[src/rtl/conv_arbiter_pkg.sv]
// Shared types and field widths for the converter arbiter.
// Latency: n/a (declarations only).
// Backpressure: n/a.
package conv_arbiter_pkg;

    localparam int IN_W  = 24;
    localparam int OUT_W = 16;
    localparam int EXP_W = 5;
    localparam int MAN_W = 10;

    typedef enum logic [1:0] {
        ST_IDLE = 2'd0,
        ST_CONV = 2'd1,
        ST_HOLD = 2'd2
    } state_t;

endpackage

[src/rtl/sint24_to_bf16.sv]
// Signed 24-bit integer to 16-bit {sign, exp, man} float; mantissa truncated.
// Latency: combinational.
// Backpressure: none, pure function of in_val.
module sint24_to_bf16
    import conv_arbiter_pkg::*;
(
    input  logic [IN_W-1:0]  in_val,
    output logic [OUT_W-1:0] out_val
);

    logic [IN_W-1:0]  mag;
    logic [EXP_W-1:0] msb;
    logic [IN_W-1:0]  norm;

    always_comb begin
        // -0x800000 wraps back to 0x800000, which is the correct magnitude
        mag = in_val[IN_W-1] ? (-in_val) : in_val;
        msb = '0;
        for (int i = 0; i < IN_W; i++) begin
            if (mag[i]) begin
                msb = EXP_W'(i);
            end
        end
        norm    = mag << (EXP_W'(IN_W-1) - msb);
        out_val = '0;
        if (mag != '0) begin
            out_val = {in_val[IN_W-1], msb + EXP_W'(1), norm[IN_W-2 -: MAN_W]};
        end
    end

endmodule

[src/rtl/conv_arbiter.sv]
// Round-robin arbiter sharing one int-to-float converter among N_REQ requesters.
// Latency: accept cycle T, out_valid from cycle T+2; one transaction in flight.
// Backpressure: out_valid/out_data held while out_ready low; no grants until handshake.
module conv_arbiter
    import conv_arbiter_pkg::*;
#(
    parameter int N_REQ = 4,
    parameter int TAG_W = 2
)(
    input  logic                  clk,
    input  logic                  rst,
    input  logic [N_REQ-1:0]      req_valid,
    input  logic [IN_W*N_REQ-1:0] req_data,
    output logic [N_REQ-1:0]      req_ready,
    output logic                  out_valid,
    output logic [OUT_W-1:0]      out_data,
    output logic [TAG_W-1:0]      out_tag,
    input  logic                  out_ready,
    output logic [15:0]           conv_count,
    output logic                  busy
);

    state_t            state, state_nxt;
    logic [TAG_W-1:0]  rr_ptr;
    logic [TAG_W-1:0]  win_tag;
    logic              win_any;
    logic [TAG_W:0]    rr_sum;
    logic [TAG_W-1:0]  rr_idx;
    logic [IN_W-1:0]   in_reg;
    logic [TAG_W-1:0]  in_tag;
    logic [OUT_W-1:0]  conv_val;
    logic [15:0]       conv_count_q;
    logic              accept, load_out, hs;

    // Scan downward from the farthest offset so the closest set bit at/after rr_ptr wins.
    always_comb begin
        win_any = 1'b0;
        win_tag = '0;
        rr_sum  = '0;
        rr_idx  = '0;
        for (int k = N_REQ-1; k >= 0; k--) begin
            rr_sum = {1'b0, rr_ptr} + (TAG_W+1)'(k);
            if (rr_sum >= (TAG_W+1)'(N_REQ)) begin
                rr_sum = rr_sum - (TAG_W+1)'(N_REQ);
            end
            rr_idx = rr_sum[TAG_W-1:0];
            if (req_valid[rr_idx]) begin
                win_any = 1'b1;
                win_tag = rr_idx;
            end
        end
    end

    always_comb begin
        state_nxt = state;
        req_ready = '0;
        accept    = 1'b0;
        load_out  = 1'b0;
        hs        = 1'b0;
        case (state)
            ST_IDLE: begin
                if (win_any && !rst) begin
                    req_ready[win_tag] = 1'b1;
                    accept             = 1'b1;
                    state_nxt          = ST_CONV;
                end
            end
            ST_CONV: begin
                load_out  = 1'b1;
                state_nxt = ST_HOLD;
            end
            ST_HOLD: begin
                if (out_valid && out_ready) begin
                    hs        = 1'b1;
                    state_nxt = ST_IDLE;
                end
            end
            default: state_nxt = ST_IDLE;
        endcase
    end

    always_ff @(posedge clk) begin
        if (rst) begin
            state <= ST_IDLE;
        end else begin
            state <= state_nxt;
        end
    end

    always_ff @(posedge clk) begin
        if (rst) begin
            rr_ptr       <= '0;
            in_reg       <= '0;
            in_tag       <= '0;
            out_valid    <= 1'b0;
            out_data     <= '0;
            out_tag      <= '0;
            conv_count_q <= '0;
        end else begin
            if (accept) begin
                in_reg <= req_data[win_tag*IN_W +: IN_W];
                in_tag <= win_tag;
                rr_ptr <= (win_tag == TAG_W'(N_REQ-1)) ? '0 : win_tag + TAG_W'(1);
            end
            if (load_out) begin
                out_data  <= conv_val;
                out_tag   <= in_tag;
                out_valid <= 1'b1;
            end
            if (hs) begin
                out_valid    <= 1'b0;
                conv_count_q <= conv_count_q + 16'd1;
            end
        end
    end

    sint24_to_bf16 u_conv (
        .in_val  (in_reg),
        .out_val (conv_val)
    );

    assign conv_count = conv_count_q;
    assign busy       = (state != ST_IDLE);

endmodule

[config.mk]
export PLATFORM = sky130hd
export DESIGN_NAME = conv_arbiter
export DESIGN_NICKNAME = d
export VERILOG_FILES = /design/src/rtl/conv_arbiter_pkg.sv /design/src/rtl/sint24_to_bf16.sv /design/src/rtl/conv_arbiter.sv
export SDC_FILE = /design/constraint.sdc
export NUM_CORES = 1
export LEC_CHECK = 0
export CAP_MARGIN = 25
export CORE_MARGIN = 10
export CORE_UTILIZATION = 45
export CTS_BUF_LIST = sky130_fd_sc_hd__clkbuf_8
export DETAILED_ROUTE_END_ITERATION = 10
export PLACE_DENSITY = 0.73
export SETUP_SLACK_MARGIN = 0.5
export SLEW_MARGIN = 20
export SYNTH_ARGS = -nofsm -noshare
export SYNTH_HDL_FRONTEND = slang
export SYNTH_HIERARCHICAL = 1
export SYNTH_SLANG_ARGS = --single-unit
[constraint.sdc]
create_clock -name clk -period 5.7 [get_ports clk]
set_clock_uncertainty 0.1 [all_clocks]
set_input_delay 1.71 -clock clk [delete_from_list [all_inputs] [get_ports clk]]
set_output_delay 1.71 -clock clk [all_outputs]
set_load 0.005 [all_outputs]
======== Yosys cells after proc, flatten, opt, wreduce, memory -nomap -nowiden ========
Cells that the tools add are included.
word-level totals
  input port bits ......................... 103
  word-level logic and storage cells ...... 105
  register bits after elaboration ......... 65
operators by class
  multiplexer cells ....................... 58
  shift operators ......................... 2
  equal/unequal tests ..................... 5
  add/sub/neg operators ................... 12
  $lt $le $gt $ge ......................... 10
  reduce and logical (&&, ||, !) cells .... 9
  $mul .................................... 1
operators with widths
  kind                   count
  $shiftx 96x8->24       1
  $mux 4                 10
  $mux 5                 8
  $mux 2                 13
  $mux 24                1
  $neg 24->24            1
  $reduce_bool 24->1     1
  $shl 24x5->23          1
  $add 16x1->16 const B  1
  $mux 16                1
  $lt 2x3->1 const B     5
  $mux 1                 15
  $mux 3                 4
  $ge 3x3->1 const B     3
  $bmux 1 s2             4
  $sub 2x1->2 const B    4
  $add 2x2->3 const B    2
  $pmux 2 s3             1
  $add 5x1->5 const B    1
  $sub 5x5->5 const A    1
  $eq 2x2->1 const B     2
  $mul 2x2->4 const B    1
  $ne 2x2->1 const B     2
  $add 2x1->3 const B    1
  other kinds (11)       13

======== Depth between registers and ports, before layout ========
Gate-level depths: netlist of the first run.
  depth after elaboration ................. 28
  gate-level depth with buffers ........... 19
  gate-level depth less buffers ........... 16

======== Hierarchy ========
The synthesis of the first run kept the hierarchy.
modules (own cells, without submodules)
  module          cells an instance  sequential area each (um^2)  times used  area an instance (um^2)
  conv_arbiter    394                1,301.2                      1           3,365.7
  sint24_to_bf16  413                0.0                          1           2,795.2

======== Worst setup path after synthesis of the first run ========
Ideal clock, no wire load.
  path kind ............................... input-to-output
  start point ............................. in req_valid[1]
  end point ............................... out req_ready[2]
  cell stages on the path ................. 6
  arrival ................................. 2.833 ns
  path buffers ............................ 2
  path slack .............................. 1.057 ns
  cell sequence ........................... or4_4 > and3_4 > nand2b_1 > buf_4 > buf_4 > nor3_1
on the way
  cells in the longest elaborated chain, start to end .. 12
RTL lines
  element                                                         RTL line            text
  from (decl)                                                     conv_arbiter.sv:12  input logic [N_REQ-1:0] req_valid,
  $bmux 1 s2                                                      conv_arbiter.sv:47  if (req_valid[rr_idx]) begin
  $mux 1 (implied by the code)                                    conv_arbiter.sv:47
  $mux 2 (4 in a row)                                             conv_arbiter.sv:47
  $lt 2x3->1 (implied by the code) or $ge 2x1->1 (tied branches)  conv_arbiter.sv:63  req_ready[win_tag] = 1'b1;
  $logic_and 1x1->1 (implied by the code)                         conv_arbiter.sv:63
  $mux 1 (implied by the code)                                    conv_arbiter.sv:63
  $demux 1 s2                                                     conv_arbiter.sv:63
  $mux 4 *                                                        conv_arbiter.sv:62  if (win_any && !rst) begin
  $mux 4 *                                                        conv_arbiter.sv:60  case (state)
  to (decl)                                                       conv_arbiter.sv:14  output logic [N_REQ-1:0] req_ready,
Mark *: on every way between the ends. The rest lies on a longest branch, timed or not. The select of a mux whose other input is x is not followed.

======== Worst setup path in the final report of the first run ========
  start point ............................. in req_valid[1]
  end point ............................... out req_ready[1]
The elaborated chain is that of the path after synthesis.

==> results of run 1 <==
==> repair_timing <==
| item | in CTS | in global routing |
|---|---|---|
| pin swaps | 4 | 0 |
| buffers inserted | 2 | 0 |
| cloned | 0 | 0 |
| gates resized for setup | 19 | 1 |
| setup endpoints to repair | 4 | 1 |
==> worst max-delay path: stages <==
cell and delay, ns:
dlygate4sd2_1 0.29, or4_4 0.57, and3_4 0.22, nor4b_4 0.13, nor2b_1 0.15, dlygate4sd2_1 0.27
==> final timing paths <==
check / start / endpoint
setup reg to reg: in_reg[0] / out_data[5]
hold / removal: in_tag[1] / out_tag[1]
hold reg to reg: in_tag[1] / out_tag[1]
setup / recovery: req_valid[1] / req_ready[1]
==> cells in the final DEF (no fill, tap or decap), types with 16 or more instances in the layout <==
master	netlist	final
a21oi_1	39	37
and3_1	34	34
buf_4	6	22
clkdlybuf4s50_1	0	134
dfxtp_1	65	65
mux2i_1	47	47
nand2_1	104	104
nand3_1	16	16
nor2_1	58	58
nor3_1	16	16
o211ai_1	28	28
o21ai_0	19	19
o21ai_2	21	21
xor2_1	22	22
==> cell type report <==
| class | count | share of cell area |
|---|---|---|
| multi-input cells | 660 | 0.571 |
| repair buffers | 165 | 0.202 |
| flip-flops and latches | 65 | 0.165 |
| well taps | 176 | 0.0280 |
| clock buffers | 10 | 0.0175 |
| clock inverters | 5 | 0.0100 |
| inverters | 13 | 0.00651 |
==> logic make-up (layout without fill, tap and decap cells) <==
family / after synthesis / after routing / synth area share
compound gates: 229 / 229 / 0.277
buf+inv: 82 / 193 / 0.0680
fa+ha+maj: 5 / 5 / 0.0102
flops: 65 / 65 / 0.211
xor+xnor: 35 / 35 / 0.0498
mux: 61 / 61 / 0.103
simple gates: 330 / 330 / 0.281
==> power groups by stage <==
stage / clock network [mW] / registers [mW] / logic (mW)
floorplan: 0 / 0.614 / 2.08
CTS: 0.446 / 0.673 / 2.67
detailed placement: 0 / 0.681 / 2.64
global route: 0.466 / 0.696 / 2.96
finish: 0.436 / 0.676 / 2.72
global placement: 0 / 0.680 / 2.64
==> Yosys cell counts (all sizes together), types with 3 or more instances <==
master and n:
o41ai 7, o22ai 4, o32ai 3, ha 5, nor2b 13, o21ai 46, a22oi 3, xnor2 13
nand3 17, a211o 3, mux2 13, nand2 104, o21a 6, xor2 22, a21boi 26, and3 35
a31oi 3, nand4 8, nor4 10, nand2b 12, o221ai 3, o31ai 6, o21bai 3, nor2 59
a41oi 5, nand3b 5, inv 12, o211ai 28, or2 9, a21o 5, or4 9, nor3 18
and4 4, clkbuf 35, or3 8, mux2i 48, a21oi 40, dfxtp 65, buf 34, a211oi 11
and2 8, a221oi 5
==> per-layer routing <==
metal	global-route usage	routed length (um)	part of all wire	vias up
li1	-	-	-	3192
met1	0.260	8490	0.44	2957
met2	0.322	8910	0.46	249
met3	0.0598	1600	0.083	22
met4	0.0626	357	0.018	0
met5	0	0	0	-
==> flow_metrics.py, run 1 <==
metrics = {
    "run_status": {
        "status": "complete, no violations",
    },
    "die": {
        "die_h_um": 137,
        "rows": 42,
        "fp.dieArea_sq_um": 18800,
        "initial_core_util": 0.462,
        "die_w_um": 137,
        "core_sq_um": 13300,
        "ios": 143,
    },
    "power": {
        "internal-power_mw": 1.95,
        "p_clk_frac": 0.114,
        "power_density_nw_per_um2": 486,
        "swShare": 0.492,
        "power_mw": 3.83,
        "irDropWorstVdd_mv": 0.237,
        "seqPwrFrac": 0.176,
        "power_leakage_nw": 2.97,
        "p_comb_frac": 0.710,
        "p_switching_mw": 1.88,
    },
    "clock_tree": {
        "numCtsBuffers": 9,
        "postCtsHoldBufs": 0,
        "clock_sinks": 65,
        "root_buffer": "clkbuf_8",
        "clkTransAtPathRegs_ns": 0.07,
        "cts_buffer_depth": 2,
        "htree_levels": 3,
        "cts_tree": "yes",
        "insertion_delay_ns": 0.36,
    },
    "critical_path": {
        "start_kind": "input pin",
        "path_max_fanout": 5,
        "worst-r2r-setup-slack_ns": 0.75,
        "worstPathArrival_ns": 3.35,
        "critPathRequiredTime_ns": 3.89,
        "r2r_cells": 15,
        "endpoint_kind": "output pin",
        "crit_type": "in -> out",
    },
    "synth": {
        "seq_area_frac_synth": 0.211,
        "synth.distinct_cells": 89,
        "synthFlopType": "dfxtp_1",
        "yosysTopAreaCell": "dfxtp_1",
        "syn_inst": 807,
        "ys_async_sr_fraction": 0,
        "syn_nets": 915,
        "syn_area_sq_um": 6160,
        "ys_ff_latch": 65,
        "syn_area_per_cell_sq_um": 7.63,
        "yosysWarningCount": 6,
        "synthTopCellsByArea": "dfxtp_1 21%, mux2i_1 7.6%, nand2_1 6.3%, nor2_1 3.5%, and3_1 3.5%",
        "synth_edf_count": 0,
        "yosysTopAreaCellShare": 0.211,
    },
    "finish": {
        "largest_register_ff_count": 24,
        "nFillCells": 1241,
        "final_util": 0.590,
        "multi_input_area_sq_um": 4500,
        "area_growth_syn_to_layout_pct": 27.9,
        "post-route-cell-area_sq_um": 7880,
        "final_net_count": 1022,
        "num_antenna_cells": 0,
        "seqCellArea_sq_um": 1300,
        "drive_above_1_share": 0.114,
        "final_cells": 1094,
    },
    "timing": {
        "fin_hold_ws_ns": 0.353,
        "setup_viol_count_final": 0,
        "slew_viol_final": 0,
        "fmax_mhz": 194,
        "period_share": 0.904,
        "tns_ns": 0,
        "worst_pin_slew_ns": 0.922,
        "rsz0062_at_grt": "no",
        "fin_crit_ns": 5.16,
        "max_slew_margin": 0.381,
        "hold_viol": 0,
        "fin_ws_ns": 0.545,
    },
    "route": {
        "firstDrtPassIters": 5,
        "drc_errors": 0,
        "ant_nets": 0,
        "drt_iter0_markers": 494,
        "via_per_inst": 5.87,
        "via_count": 6420,
        "routed_wirelength_um": 19400,
        "wl_per_cell_um": 17.7,
    },
    "global_routing": {
        "antenna_found_initial": 0,
        "grt_use_total": 0.203,
        "grt_pass1_wl_um": 31300,
        "grt_pass1_vias": 6140,
        "grt_max_degree": 41,
        "grt_overflow": 0,
    },
    "run": {
        "max-cap-violations": 0,
    },
    "placement": {
        "placed_cells": 1076,
        "hpwl_um": 15300,
        "place_area_sq_um": 7580,
        "gp_congestion": 0.952,
        "place_ws_ns": 0.160,
        "numPortBuffers": 142,
    },
    "min_path": {
        "hp-class": "reg -> reg",
        "holdPathStages": 2,
    },
}
No activity file was read; power rests on OpenSTA's default activity.
==> run 2, diff against run 1 <==
--- a/config.mk
+++ b/config.mk
@@ -6,6 +6,7 @@
 export NUM_CORES = 1
 export LEC_CHECK = 0
 export CAP_MARGIN = 25
+export CORE_ASPECT_RATIO = 0.6
 export CORE_MARGIN = 10
 export CORE_UTILIZATION = 45
 export CTS_BUF_LIST = sky130_fd_sc_hd__clkbuf_8
==> flow_metrics.py, run 2 (synthesis results as in run 1) <==
metrics = {
    "power": {
        "internal-power_mw": 1.91,
        "p_switching_mw": 2.01,
        "seqPwrFrac": 0.174,
        "irDropWorstVdd_mv": 0.262,
        "power_density_nw_per_um2": 499,
        "swShare": 0.512,
        "p_clk_frac": 0.104,
        "power_leakage_nw": 2.94,
        "p_comb_frac": 0.722,
    },
    "clock_tree": {
        "root_buffer": "clkbuf_8",
        "insertion_delay_ns": 0.35,
        "cts_tree": "yes",
        "clock_sinks": 65,
        "cts_buffer_depth": 2,
        "clkTransAtPathRegs_ns": 0.07,
        "htree_levels": 3,
        "numCtsBuffers": 9,
    },
    "critical_path": {
        "critical_path_buf_inv_count": 2,
        "path_max_fanout": 4,
        "r2r_end": "out_data[3]",
        "crit_type": "in -> out",
        "r2r_cells": 17,
        "slowest_delay_ns": 0.55,
        "cpMaxStageDelayCell": "or4_4",
        "worstPathArrival_ns": 3.35,
        "start_kind": "input pin",
        "path_cells": "dlygate4sd2_1, or4_4, and3_4, nand2b_4, nor3_1, clkdlybuf4s50_1",
        "endpoint_kind": "output pin",
        "critPathRequiredTime_ns": 3.89,
        "reg2reg_from": "in_reg[1]",
        "worst-r2r-setup-slack_ns": 0.83,
        "cp_top_family": "simple AND/OR/NAND/NOR gates",
    },
    "placement": {
        "hpwl_um": 17100,
        "place_ws_ns": 0.159,
        "place_area_sq_um": 7610,
        "placed_cells": 1072,
        "gp_congestion": 0.965,
        "numPortBuffers": 142,
    },
    "finish": {
        "drive_above_1_share": 0.118,
        "final_net_count": 1024,
        "final_cells": 1091,
        "post-route-cell-area_sq_um": 7850,
        "area_growth_syn_to_layout_pct": 27.5,
        "mostFrequentLayoutCells": "136 x clkdlybuf4s50_1, 104 x nand2_1, 65 x dfxtp_1, 58 x nor2_1, 47 x mux2i_1",
        "seqCellArea_sq_um": 1300,
        "multi_input_area_sq_um": 4470,
        "final_util": 0.598,
        "largest_register_ff_count": 24,
        "num_antenna_cells": 0,
        "mostFrequentLayoutCell": "clkdlybuf4s50_1",
        "nFillCells": 1192,
    },
    "global_routing": {
        "grt_pass1_vias": 6091,
        "grt_pass1_wl_um": 34200,
        "grt_overflow": 0,
        "grt_max_degree": 48,
        "antenna_found_initial": 1,
        "grt_use_total": 0.219,
    },
    "route": {
        "via_count": 6649,
        "drt_iter0_markers": 741,
        "via_per_inst": 6.09,
        "wl_per_cell_um": 19.6,
        "firstDrtPassIters": 5,
        "routed_wirelength_um": 21400,
        "drc_errors": 0,
        "ant_nets": 0,
    },
    "min_path": {
        "hp-class": "reg -> reg",
        "holdPathStages": 2,
        "hp-start": "out_data[1]",
        "min_delay_worst_endpoint": "out_data[1]",
    },
    "timing": {
        "max_slew_margin": 0.466,
        "setup_viol_count_final": 0,
        "worst_pin_slew_ns": 0.800,
        "hold_viol": 0,
        "period_share": 0.904,
        "tns_ns": 0,
        "slew_viol_final": 0,
        "rsz0062_at_grt": "yes",
        "fin_ws_ns": 0.544,
        "fmax_mhz": 194,
        "fin_crit_ns": 5.16,
    },
    "die": {
        "fp.dieArea_sq_um": 18900,
        "initial_core_util": 0.469,
        "rows": 32,
        "die_h_um": 111,
        "die_w_um": 171,
        "core_sq_um": 13100,
        "ios": 143,
    },
    "run_status": {
        "status": "complete, no violations",
    },
    "run": {
        "max-cap-violations": 0,
    },
}
==> run 2: cell count changes in the layout (fill, tap and decap cells not counted), sizes merged <==
cell           change
buf                +2
clkdlybuf4s50      +2
clkinvlp           +2
dlygate4sd2        -2
bufinv             -1
dlymetal6s2s       -1
inv                +1
==> run 2: tightest hold or removal path: cells and delay by family (launching register included) <==
kind	cells	cell delay (ns)
and+or+nand+nor	1	0.05
AOI/OAI and AO/OA	1	0.05
DFF	1	0.31
==> run 2: per-stage QoR <==
stage               power, mW  hold WS (ns)
detailed placement       3.40         0.349
floorplan                2.70         0.332
global placement         3.40         0.347
global route             4.18         0.383
finish                   3.92         0.358
CTS                      3.82         0.360
==> run 2: final cells by class <==
cell class | instances | share of cell area
well taps | 170 | 0.0271
repair buffers | 167 | 0.206
flip-flops and latches | 65 | 0.166
clock inverters | 7 | 0.0100
inverters | 13 | 0.00653
multi-input cells | 660 | 0.569
clock buffers | 9 | 0.0158
==> run 2: worst max-delay path by stage <==
stage | startpoint | endpoint | slack (ns) | depth (start not counted)
final | req_valid[0] | req_ready[2] | 0.54 | 6
after global routing | req_valid[2] | req_ready[2] | 0.48 | 7
after CTS | req_valid[1] | req_ready[0] | 0.50 | 6
after detailed placement | req_valid[1] | req_ready[1] | 0.16 | 6
after global placement | req_valid[2] | req_ready[2] | 0.13 | 7
after floorplan | req_valid[1] | req_ready[2] | 1.06 | 6
==> run 2: metal layers <==
layer  global-route usage  share of wire
met5                    0        0.00061
met4               0.0247         0.0048
met3               0.0816           0.13
met2                0.284           0.38
met1                0.335           0.49
==> run 2: power groups by stage <==
stage | clock, mW | sequential, mW | combinational (mW)
after floorplan | 0 | 0.614 | 2.08
after global placement | 0 | 0.684 | 2.71
after detailed placement | 0 | 0.685 | 2.71
after CTS | 0.414 | 0.676 | 2.73
after global routing | 0.430 | 0.698 | 3.05
final | 0.408 | 0.681 | 2.83
==> run 2: what timing repair did <==
item / CTS / global route
pin swaps: 3 / 1
endpoints found under the setup margin: 4 / 7
hold buffers: 0 / 0
gates cloned: 0 / 0
setup buffers: 1 / 1
gates resized for setup: 11 / 5
==> run 3, diff against run 2 <==
--- a/config.mk
+++ b/config.mk
@@ -10,7 +10,9 @@
 export CORE_MARGIN = 10
 export CORE_UTILIZATION = 45
 export CTS_BUF_LIST = sky130_fd_sc_hd__clkbuf_8
+export CTS_CLUSTER_DIAMETER = 40
 export DETAILED_ROUTE_END_ITERATION = 10
+export GPL_ROUTABILITY_DRIVEN = 0
 export PLACE_DENSITY = 0.73
 export SETUP_SLACK_MARGIN = 0.5
 export SLEW_MARGIN = 20
==> flow_metrics.py, run 3 (synthesis results as in run 1) <==
metrics = {
    "critical_path": {
        "path_max_fanout": 4,
        "start_kind": "input pin",
        "endpoint_kind": "output pin",
        "worstPathArrival_ns": 3.33,
        "critPathRequiredTime_ns": 3.89,
        "crit_type": "in -> out",
    },
    "timing": {
        "slew_viol_final": 0,
        "period_share": 0.902,
        "hold_viol": 0,
        "fin_ws_ns": 0.556,
        "rsz0062_at_grt": "no",
        "tns_ns": 0,
        "worst_pin_slew_ns": 0.810,
        "fmax_mhz": 194,
        "max_slew_margin": 0.458,
        "fin_crit_ns": 5.14,
        "setup_viol_count_final": 0,
    },
    "finish": {
        "final_net_count": 1021,
        "nFillCells": 1237,
        "seqCellArea_sq_um": 1300,
        "area_growth_syn_to_layout_pct": 28.4,
        "multi_input_area_sq_um": 4500,
        "mostFrequentLayoutCell": "clkdlybuf4s50_1",
        "largest_register_ff_count": 24,
        "post-route-cell-area_sq_um": 7910,
        "final_cells": 1088,
        "mostFrequentLayoutCells": "135 x clkdlybuf4s50_1, 104 x nand2_1, 65 x dfxtp_1, 58 x nor2_1, 47 x mux2i_1",
        "drive_above_1_share": 0.113,
        "num_antenna_cells": 0,
    },
    "global_routing": {
        "grt_overflow": 0,
        "grt_pass1_wl_um": 33800,
        "antenna_found_initial": 0,
        "grt_pass1_vias": 6248,
        "grt_max_degree": 48,
        "grt_use_total": 0.215,
    },
    "clock_tree": {
        "clkTransAtPathRegs_ns": 0.07,
        "htree_levels": 3,
        "numCtsBuffers": 9,
        "insertion_delay_ns": 0.36,
        "clock_sinks": 65,
        "cts_tree": "yes",
        "cts_buffer_depth": 2,
        "root_buffer": "clkbuf_8",
    },
    "die": {
        "die_w_um": 171,
        "initial_core_util": 0.469,
        "ios": 143,
        "die_h_um": 111,
        "fp.dieArea_sq_um": 18900,
        "rows": 32,
        "core_sq_um": 13100,
    },
    "placement": {
        "numPortBuffers": 142,
        "placed_cells": 1071,
        "place_area_sq_um": 7620,
        "hpwl_um": 16500,
        "place_ws_ns": 0.176,
    },
    "route": {
        "via_count": 6578,
        "routed_wirelength_um": 20800,
        "firstDrtPassIters": 8,
        "drc_errors": 0,
        "ant_nets": 0,
        "wl_per_cell_um": 19.1,
        "drt_iter0_markers": 709,
        "via_per_inst": 6.05,
    },
    "run_status": {
        "status": "complete, no violations",
    },
    "power": {
        "irDropWorstVdd_mv": 0.221,
        "power_density_nw_per_um2": 500,
        "power_leakage_nw": 2.97,
    },
    "min_path": {
        "hp-class": "reg -> reg",
    },
    "run": {
        "max-cap-violations": 0,
    },
}
## run 3: cell count changes in the layout (fill, tap and decap cells not counted), moves of 2 or more
cell           delta
buf_8             -2
a21oi_4           +2
buf_4             -2
ha_1              +2
buf_16            +2
ha_2              -2
dlygate4sd2_1     +2
## run 3: critical path, stage by stage
cell	delay (ns)
dlygate4sd2_1	0.28
or4_4	0.55
and3_4	0.22
nand2b_4	0.08
nor2_1	0.04
clkdlybuf4s50_1	0.45
## run 3: where the power goes
group / switching [mW] / leakage, nW / internal [mW]
Sequential: 0.139 / 0.531 / 0.543
Clock: 0.197 / 0.113 / 0.260
Combinational: 1.65 / 2.32 / 1.17
## run 3: layout make-up
cell class	instances	share of cell area
sequential	65	0.164
inverter	13	0.00648
tap	170	0.0269
timing repair buffer	164	0.204
multi-input combinational	660	0.569
clock buffer	10	0.0174
clock inverter	6	0.0114
## run 3: worst paths after layout
path                                   start           end  slack [ns]  cells after the start
worst max-delay path            req_valid[2]  req_ready[0]        0.56                      6
worst min-delay path            out_data[12]  out_data[12]        0.36                      2
worst max register to register     in_reg[1]   out_data[9]        0.78                     15
worst min register to register  out_data[12]  out_data[12]        0.36                      2
## run 3: per-layer routing
layer / vias up / GRT usage / wire length [um]
li1: 3177 / - / -
met1: 2990 / 0.309 / 9630
met2: 380 / 0.289 / 8040
met3: 31 / 0.0944 / 2870
met4: 0 / 0.0304 / 216
met5: - / 0 / 0
## run 3: per-stage QoR
stage	utilization	total power, mW	hold slack (ns)
floorplan	-	2.70	0.332
global placement	0.576	3.38	0.345
detailed placement	0.581	3.39	0.349
CTS	0.601	3.87	0.360
global route	0.603	4.22	0.372
finish	0.603	3.96	0.356
## run 3: timing repair
| action | CTS | global route |
|---|---|---|
| buffers inserted | 0 | 1 |
| resized for setup | 18 | 0 |
| pin swaps | 3 | 1 |
| hold endpoints to repair | 0 | 0 |
| setup endpoints to repair | 4 | 2 |
| hold buffers | 0 | 0 |
